### config.mk
export PLATFORM = sky130hd
export DESIGN_NAME = cla_sub_serial
export DESIGN_NICKNAME = d
export VERILOG_FILES = /design/src/rtl/cla_sub_pkg.sv /design/src/rtl/cla_group.sv /design/src/rtl/cla_sub_serial.sv
export SDC_FILE = /design/constraint.sdc
export NUM_CORES = 1
export LEC_CHECK = 0
export ABC_AREA = 0
export BUFFER_PORTS_ARGS = -buffer_cell sky130_fd_sc_hd__buf_4
export CAP_MARGIN = 20
export CORE_MARGIN = 4
export CORE_UTILIZATION = 30
export DETAILED_ROUTE_END_ITERATION = 10
export PLACE_DENSITY = 0.6
export SLEW_MARGIN = 15
export SYNTH_ARGS = -nofsm -noshare
export SYNTH_HDL_FRONTEND = slang
export SYNTH_SLANG_ARGS = --single-unit
### constraint.sdc
create_clock -name clk -period 2.99 [get_ports clk]
set_clock_uncertainty 0.05 [all_clocks]
set_input_delay 0.7475 -clock clk [delete_from_list [all_inputs] [get_ports clk]]
set_output_delay 0.7475 -clock clk [all_outputs]
set_load 0.03 [all_outputs]
### src/rtl/cla_sub_pkg.sv
// Shared types and sizing helpers for the chunk-serial CLA subtractor.
package cla_sub_pkg;

    typedef enum logic [1:0] {
        IDLE,
        RUN,
        DONE
    } state_t;

    function automatic int calc_nchunk(input int width, input int chunk);
        return width / chunk;
    endfunction

    // A single-chunk configuration still needs a one-bit index register.
    function automatic int calc_idx_w(input int nchunk);
        return (nchunk > 1) ? $clog2(nchunk) : 1;
    endfunction

endpackage

### src/rtl/cla_group.sv
// Combinational CHUNK-bit carry-lookahead group: s = x + y + ci, with group carry-out.
// With CLA_SUB_SERIAL_OVF_EN defined, also exports the carry into the MSB.
module cla_group
    import cla_sub_pkg::*;
#(
    parameter int CHUNK = 4
) (
    input  logic [CHUNK-1:0] x,
    input  logic [CHUNK-1:0] y,
    input  logic             ci,
    output logic [CHUNK-1:0] s,
    output logic             co
`ifdef CLA_SUB_SERIAL_OVF_EN
    ,
    output logic             c_msb
`endif
);

    logic [CHUNK-1:0] g;
    logic [CHUNK-1:0] p;
    logic [CHUNK:0]   c;

    assign g = x & y;
    assign p = x ^ y;

    // Each carry is the flattened sum of generate terms gated by the propagate
    // products below them, so no carry depends on another computed carry.
    always_comb begin
        logic acc;
        logic pp;
        c    = '0;
        c[0] = ci;
        for (int i = 0; i < CHUNK; i++) begin
            acc = g[i];
            pp  = p[i];
            for (int j = i - 1; j >= 0; j--) begin
                acc = acc | (pp & g[j]);
                pp  = pp & p[j];
            end
            acc      = acc | (pp & ci);
            c[i + 1] = acc;
        end
    end

    assign s  = p ^ c[CHUNK-1:0];
    assign co = c[CHUNK];

`ifdef CLA_SUB_SERIAL_OVF_EN
    assign c_msb = c[CHUNK-1];
`endif

endmodule

### src/rtl/cla_sub_serial.sv
// Chunk-serial unsigned subtractor d = a - b - bin, one CHUNK-bit lookahead slice per cycle.
// Optional signed-overflow output enabled by defining CLA_SUB_SERIAL_OVF_EN.
module cla_sub_serial
    import cla_sub_pkg::*;
#(
    parameter int WIDTH = 16,
    parameter int CHUNK = 4
) (
    input  logic             clk,
    input  logic             rst,
    input  logic [WIDTH-1:0] a,
    input  logic [WIDTH-1:0] b,
    input  logic             bin,
    input  logic             in_valid,
    output logic             in_ready,
    output logic [WIDTH-1:0] d,
    output logic             bout,
    output logic             out_valid,
    input  logic             out_ready
`ifdef CLA_SUB_SERIAL_OVF_EN
    ,
    output logic             ovf
`endif
);

    localparam int NCHUNK = calc_nchunk(WIDTH, CHUNK);
    localparam int IW     = calc_idx_w(NCHUNK);

    state_t           state;
    state_t           next_state;
    logic [WIDTH-1:0] a_reg;
    logic [WIDTH-1:0] b_reg;
    logic             carry;
    logic [IW-1:0]    idx;
    logic [CHUNK-1:0] x;
    logic [CHUNK-1:0] y;
    logic [CHUNK-1:0] s;
    logic             co;
    logic             last;

`ifdef CLA_SUB_SERIAL_OVF_EN
    logic             c_msb;
`endif

    assign last = (idx == IW'(NCHUNK - 1));

    // Subtraction is a + ~b + ~bin, so the subtrahend slice is inverted on the way in.
    always_comb begin
        x = '0;
        y = '0;
        for (int k = 0; k < NCHUNK; k++) begin
            if (idx == IW'(k)) begin
                x = a_reg[k*CHUNK +: CHUNK];
                y = ~b_reg[k*CHUNK +: CHUNK];
            end
        end
    end

    cla_group #(
        .CHUNK (CHUNK)
    ) u_group (
        .x     (x),
        .y     (y),
        .ci    (carry),
        .s     (s),
        .co    (co)
`ifdef CLA_SUB_SERIAL_OVF_EN
        ,
        .c_msb (c_msb)
`endif
    );

    always_ff @(posedge clk) begin
        if (rst) begin
            state <= IDLE;
        end else begin
            state <= next_state;
        end
    end

    always_comb begin
        next_state = state;
        in_ready   = 1'b0;
        case (state)
            IDLE: begin
                in_ready = 1'b1;
                if (in_valid) begin
                    next_state = RUN;
                end
            end
            RUN: begin
                if (last) begin
                    next_state = DONE;
                end
            end
            DONE: begin
                if (out_ready) begin
                    next_state = IDLE;
                end
            end
            default: next_state = IDLE;
        endcase
    end

    // The borrow out of the whole subtraction is the inverted final carry.
    always_ff @(posedge clk) begin
        if (rst) begin
            a_reg     <= '0;
            b_reg     <= '0;
            carry     <= 1'b0;
            idx       <= '0;
            d         <= '0;
            bout      <= 1'b0;
            out_valid <= 1'b0;
`ifdef CLA_SUB_SERIAL_OVF_EN
            ovf       <= 1'b0;
`endif
        end else begin
            case (state)
                IDLE: begin
                    if (in_valid) begin
                        a_reg <= a;
                        b_reg <= b;
                        carry <= ~bin;
                        idx   <= '0;
                    end
                end
                RUN: begin
                    for (int k = 0; k < NCHUNK; k++) begin
                        if (idx == IW'(k)) begin
                            d[k*CHUNK +: CHUNK] <= s;
                        end
                    end
                    carry <= co;
                    if (last) begin
                        idx       <= '0;
                        out_valid <= 1'b1;
                        bout      <= ~co;
`ifdef CLA_SUB_SERIAL_OVF_EN
                        ovf       <= c_msb ^ co;
`endif
                    end else begin
                        idx <= idx + IW'(1);
                    end
                end
                DONE: begin
                    if (out_ready) begin
                        out_valid <= 1'b0;
                    end
                end
                default: begin
                    out_valid <= 1'b0;
                end
            endcase
        end
    end

endmodule

# Yosys cells after proc, flatten, opt, wreduce, memory -nomap -nowiden
# Index checks and enable logic that the tools add are counted.
dict set report totals {
  regBits 55
  inputBits 37
  output_inout_bits 19
  word_cells 88
}
dict set report classes {
  n_addsub 1
  n_eq_ne 8
  n_mux 21
  bitwise_logic 36
  n_reduce_logical 11
}
# cell n
set ops {}
lappend ops {{$mux 4} 8}
lappend ops {{$and 1x1->1} 16}
lappend ops {{$not 4->4} 4}
lappend ops {{$reduce_and 2->1} 6}
lappend ops {{$mux 2} 5}
lappend ops {{$or 1x1->1} 10}
lappend ops {{$xor 4x4->4} 2}
lappend ops {{$eq 2x2->1 const B} 3}
lappend ops {{$ne 2x2->1 const B} 3}
lappend ops {{$pmux 2 s3} 1}
lappend ops {{$reduce_and 3->1} 2}
lappend ops {{$and 4x4->4} 1}
lappend ops {{$eq 2x1->1 const B} 2}
lappend ops {{$logic_not 2->1} 2}
lappend ops {{$mux 1} 4}
lappend ops {{$pmux 2 s2} 1}
lappend ops {{$not 1->1} 3}
lappend ops {{$pmux 1 s3} 1}
lappend ops {{$add 2x1->2 const B} 1}
lappend ops {{$pmux 1 s2} 1}
lappend ops {{$reduce_bool 2->1} 1}

# Longest topological paths before layout
dict set report depth {
  ltp_word 12
  mapped_depth 11
  ltp_nobuf 9
}

# Modules after synthesis
# From an unflattened synthesis, not the netlist that was laid out.
dict set report hier_totals {
  hier_cells 297
  hier_area_um2 2476.1
}
# mod n_inst cells_each area_per_inst_um2 seq_area_each_um2
set modules_own_cells {}
lappend modules_own_cells {cla_sub_serial 1 280 2328.5 1101.1}
lappend modules_own_cells {cla_group 1 17 147.6 0.0}

# Worst setup path after synthesis
# No wires, ideal clock.
dict set report synth_path {
  path_kind {register to register}
  startpoint {register idx[0]}
  endpoint {register d[10]}
  setup_ns 0.101
  arrival_ns 2.449
  t_required_ns 2.839
  slack_ns 0.390
  path_stages_with_launch 11
  path_buffers 2
  synth_period_minus_slack_ns 2.600
  path_cell_list {dfxtp_1 inv_1 ha_1 clkbuf_1 clkbuf_1 a21oi_1 a22o_1 ha_1 a211oi_2 nor2_1 o41ai_1}
}
dict set report synth_between {
  elab_chain_cells 10
  word_cells_on_any_way 21
  classes_between {eq/ne (3); mux (8); bitwise (8); reduce/logical (2)}
}
# item line_no
set synth_rtl {}
lappend synth_rtl {{start, declared} cla_sub_serial.sv:34} ;# logic [IW-1:0] idx;
lappend synth_rtl {{start signal, assigned} cla_sub_serial.sv:143} ;# idx <= idx + IW'(1);
lappend synth_rtl {{$logic_not 2->1} cla_sub_serial.sv:52} ;# if (idx == IW'(k)) begin
lappend synth_rtl {{$mux 4 (4 in series)} cla_sub_serial.sv:52}
lappend synth_rtl {{$xor 4x4->4 / $and 4x4->4 (equally long branches)} {cla_group.sv:24, cla_group.sv:23}}
lappend synth_rtl {{$and 1x1->1 (on tied branches)} {cla_group.sv:37, cla_group.sv:38}}
lappend synth_rtl {{$or 1x1->1 / $and 1x1->1 (equally long branches)} {cla_group.sv:37, cla_group.sv:40}}
lappend synth_rtl {{$or 1x1->1} cla_group.sv:40} ;# acc = acc | (pp & ci);
lappend synth_rtl {{$xor 4x4->4} cla_group.sv:45} ;# assign s = p ^ c[CHUNK-1:0];
lappend synth_rtl {{end signal, assigned by index} cla_sub_serial.sv:131} ;# d[k*CHUNK +: CHUNK] <= s;
lappend synth_rtl {{end, declared} cla_sub_serial.sv:16} ;# output logic [WIDTH-1:0] d,
# Several ways; a longest one is shown, not always the timed one.
# A chain may end at the register's enable or synchronous reset.

# Worst setup path in the final report
dict set report layout_path {
  startpoint {register idx[1]}
  endpoint {register d[2]}
}
dict set report layout_between {
  elab_chain_cells 10
  word_cells_on_any_way 21
  classes_between {eq/ne (3); mux (8); bitwise (8); reduce/logical (2)}
}
# item line_no
set layout_rtl {}
lappend layout_rtl {{$logic_not 2->1} {cla_sub_serial.sv:52, cla_sub_serial.sv:130}}
lappend layout_rtl {{$mux 4 (4 in series)} cla_sub_serial.sv:52}
lappend layout_rtl {{$xor 4x4->4 / $and 4x4->4 (equally long branches)} {cla_group.sv:24, cla_group.sv:23}}
lappend layout_rtl {{$and 1x1->1 (on tied branches)} {cla_group.sv:37, cla_group.sv:38}}
lappend layout_rtl {{$or 1x1->1 / $and 1x1->1 (equally long branches)} {cla_group.sv:37, cla_group.sv:40}}
lappend layout_rtl {{$or 1x1->1} cla_group.sv:40}
lappend layout_rtl {{$xor 4x4->4} cla_group.sv:45}
# Several ways; a longest one is shown, not always the timed one.

==> impl_metrics.json <==
{
  "status": "completed",
  "antenna_found_initial": 0,
  "grt_max_degree": 60,
  "fin_crit_sh": 0.9065,
  "dp.final_hpwl_um": 4794,
  "dieWidth_um": 101.5,
  "synth_area_leaders": "dfxtp_1 42%, nand2_1 12%, a21oi_1 9.7%, ha_1 3.8%, nor2_1 2.1%",
  "syn_area_sq_um": 2623,
  "wl_per_cell_um": 13.48,
  "synth_ff_type": "dfxtp_1",
  "gp_congestion": 0.9312,
  "io_buffers": 55,
  "seq_area_sq_um": 1101,
  "cap_violations": 0,
  "ir_drop_v": 0.0001580,
  "power_density_nw_per_um2": 498.4,
  "setup_viol": 0,
  "p_leak_nw": 1.270,
  "r2r_cells": 9,
  "ctsRootBufferMaster": "clkbuf_8",
  "die_area_sq_um": 10300,
  "fillers": 915,
  "multi_input_area_sq_um": 1384,
  "cp.arrival_ps": 2870,
  "rsz0062_at_grt": "no",
  "hp-start": "b_reg[4]$_SDFFE_PP0P_",
  "slew_headroom": 0.5896,
  "vias": 2392,
  "grt_overflow": 0,
  "ctsLongestPathBuffers": 2,
  "worst-path-max-fanout": 18,
  "hold_path.class": "reg -> reg",
  "cp-startpoint": "idx[1]$_SDFFE_PP0P_",
  "fmax_mhz": 369.0,
  "crit_type": "reg -> reg",
  "avgSynthCellArea_sq_um": 7.899,
  "worstPathRequired_ps": 3150,
  "cts_max_level": 2,
  "most-common-layout-cells": "86 x nand2_1, 58 x buf_4, 55 x dfxtp_1",
  "cts-buffers-inserted": 5,
  "drtPass1Iterations": 4,
  "ctsResizeCount": 0,
  "synth_cell_types": 41,
  "rrSetupSlack_ps": 280,
  "grt_usage": 0.1267,
  "grt_pass1_wl_um": 10520,
  "drc": 0,
  "synthArstFlopShare": 0,
  "yosys_warnings": 0,
  "syn_nets": 378,
  "postCtsHoldBufs": 0,
  "row_count": 33,
  "dieHeight_um": 101.5,
  "fin_tns_setup_ps": 0,
  "via_per_inst": 4.983,
  "dr.first_iter.drc_count": 125,
  "cts_tree": "yes",
  "diodes": 0,
  "clk_latency_ps": 310,
  "ios": 56,
  "drive_gt1_frac": 0.1973,
  "wl_um": 6470,
  "syn_inst": 332,
  "worst_pin_slew_ps": 614.8,
  "fin_crit_ps": 2710,
  "initial_core_util": 0.3144,
  "maxSlewViolCount": 0,
  "cp-end-kind": "flop",
  "synth-seq-area-share": 0.4198,
  "fin_nets": 420,
  "grt_pass1_vias": 2226,
  "timing.critical_path.from_type": "flop",
  "fp.coreArea_sq_um": 8341,
  "cts.sinks": 55,
  "synth_edf_count": 0,
  "hold_violations": 0,
  "synth.top_cell.area_share": 0.4198,
  "r2r-start": "idx[1]$_SDFFE_PP0P_",
  "yosys.area.top_type": "dfxtp_1",
  "finalPower_w": 0.001591,
  "postCtsSetupBuffers": 0,
  "syn_to_final_growth_pct": 21.71,
  "regToRegEndpoint": "d[2]$_SDFFE_PP0P_",
  "ant_nets": 0,
  "synth-seq-cells": 55,
  "layout_commonest_cell": "nand2_1",
  "endpoint": "d[2]$_SDFFE_PP0P_",
  "clk_pin_slew_ps": 100
}
==> cells by family (layout without fill, tap and decap cells) <==
| family | Yosys count | count (layout) | synth area share |
|---|---|---|---|
| AOI/OAI and AO/OA | 91 | 91 | 0.2171 |
| xor gates and xnor gates | 1 | 1 | 0.003340 |
| adders and majority gates | 9 | 9 | 0.04580 |
| buffers and inverters | 35 | 78 | 0.05677 |
| DFF | 55 | 55 | 0.4198 |
| muxes | 5 | 5 | 0.01908 |
| and+or+nand+nor | 136 | 136 | 0.2381 |
==> routing by layer <==
layer,up-vias,share of wire,GRT usage
met2,85,0.44,0.1942
met3,12,0.058,0.02755
met1,1068,0.49,0.1781
met4,0,0.017,0.03885
li1,1227,-,-
met5,-,0,0
==> area by class of cell <==
cell class | count | area share
timing repair buffer | 58 | 0.1364
clock buffer | 7 | 0.02705
sequential | 55 | 0.3450
tap | 105 | 0.04116
clock inverter | 1 | 0.002744
multi-input combinational | 242 | 0.4336
inverter | 12 | 0.01411
==> how the worst min path moves through the flow <==
stage	end	cells past startpoint
after global routing	d[8]$_SDFFE_PP0P_	2
after CTS	d[8]$_SDFFE_PP0P_	2
after floorplan	a_reg[10]$_SDFFE_PP0P_	2
final	b_reg[4]$_SDFFE_PP0P_	2
after detailed placement	d[8]$_SDFFE_PP0P_	2
after global placement	b_reg[4]$_SDFFE_PP0P_	2
==> through the flow <==
step	hold slack [ps]	cell area [sq um]	util	cells	setup WS [ps]
2_1_floorplan	386.3	2623	-	332	389.6
3_3_place_gp	394.6	3092	0.3707	472	305.9
3_5_place_dp	398.8	3092	0.3707	472	70.51
4_1_cts	412.5	3187	0.3821	480	64.17
5_1_grt	429.7	3192	0.3827	480	62.84
6_report	410.7	3192	0.3827	480	279.7
==> synthesized netlist by cell type (2+ instances only) <==
library cell / n
o41ai_1: 4
buf_2: 8
a221oi_1: 4
o311ai_0: 3
nor2_1: 15
clkbuf_1: 14
nor3b_1: 2
nand2_1: 86
inv_1: 11
nand3b_1: 4
a22o_1: 4
a211oi_1: 4
or2_2: 2
o21ai_0: 7
o211ai_1: 4
ha_1: 8
a21oi_1: 51
and3b_1: 4
nor2b_1: 6
o22ai_1: 4
dfxtp_1: 55
mux2i_1: 5
nand3_1: 9
==> worst max-delay path, stage by stage, from the launching register on <==
cell and delay (ps):
dfxtp_1 350, inv_1 100, ha_2 380, nor2_1 80
a221oi_1 270, o22ai_1 170, ha_1 350, a211oi_2 380
nor2_1 160, o41ai_1 330
==> report_power, final <==
part | internal [W] | switching, W
clock network | 0.000190 | 0.000240
logic | 0.000146 | 0.000211
registers | 0.000773 | 0.0000304
(Power assumes the default switching activity.)
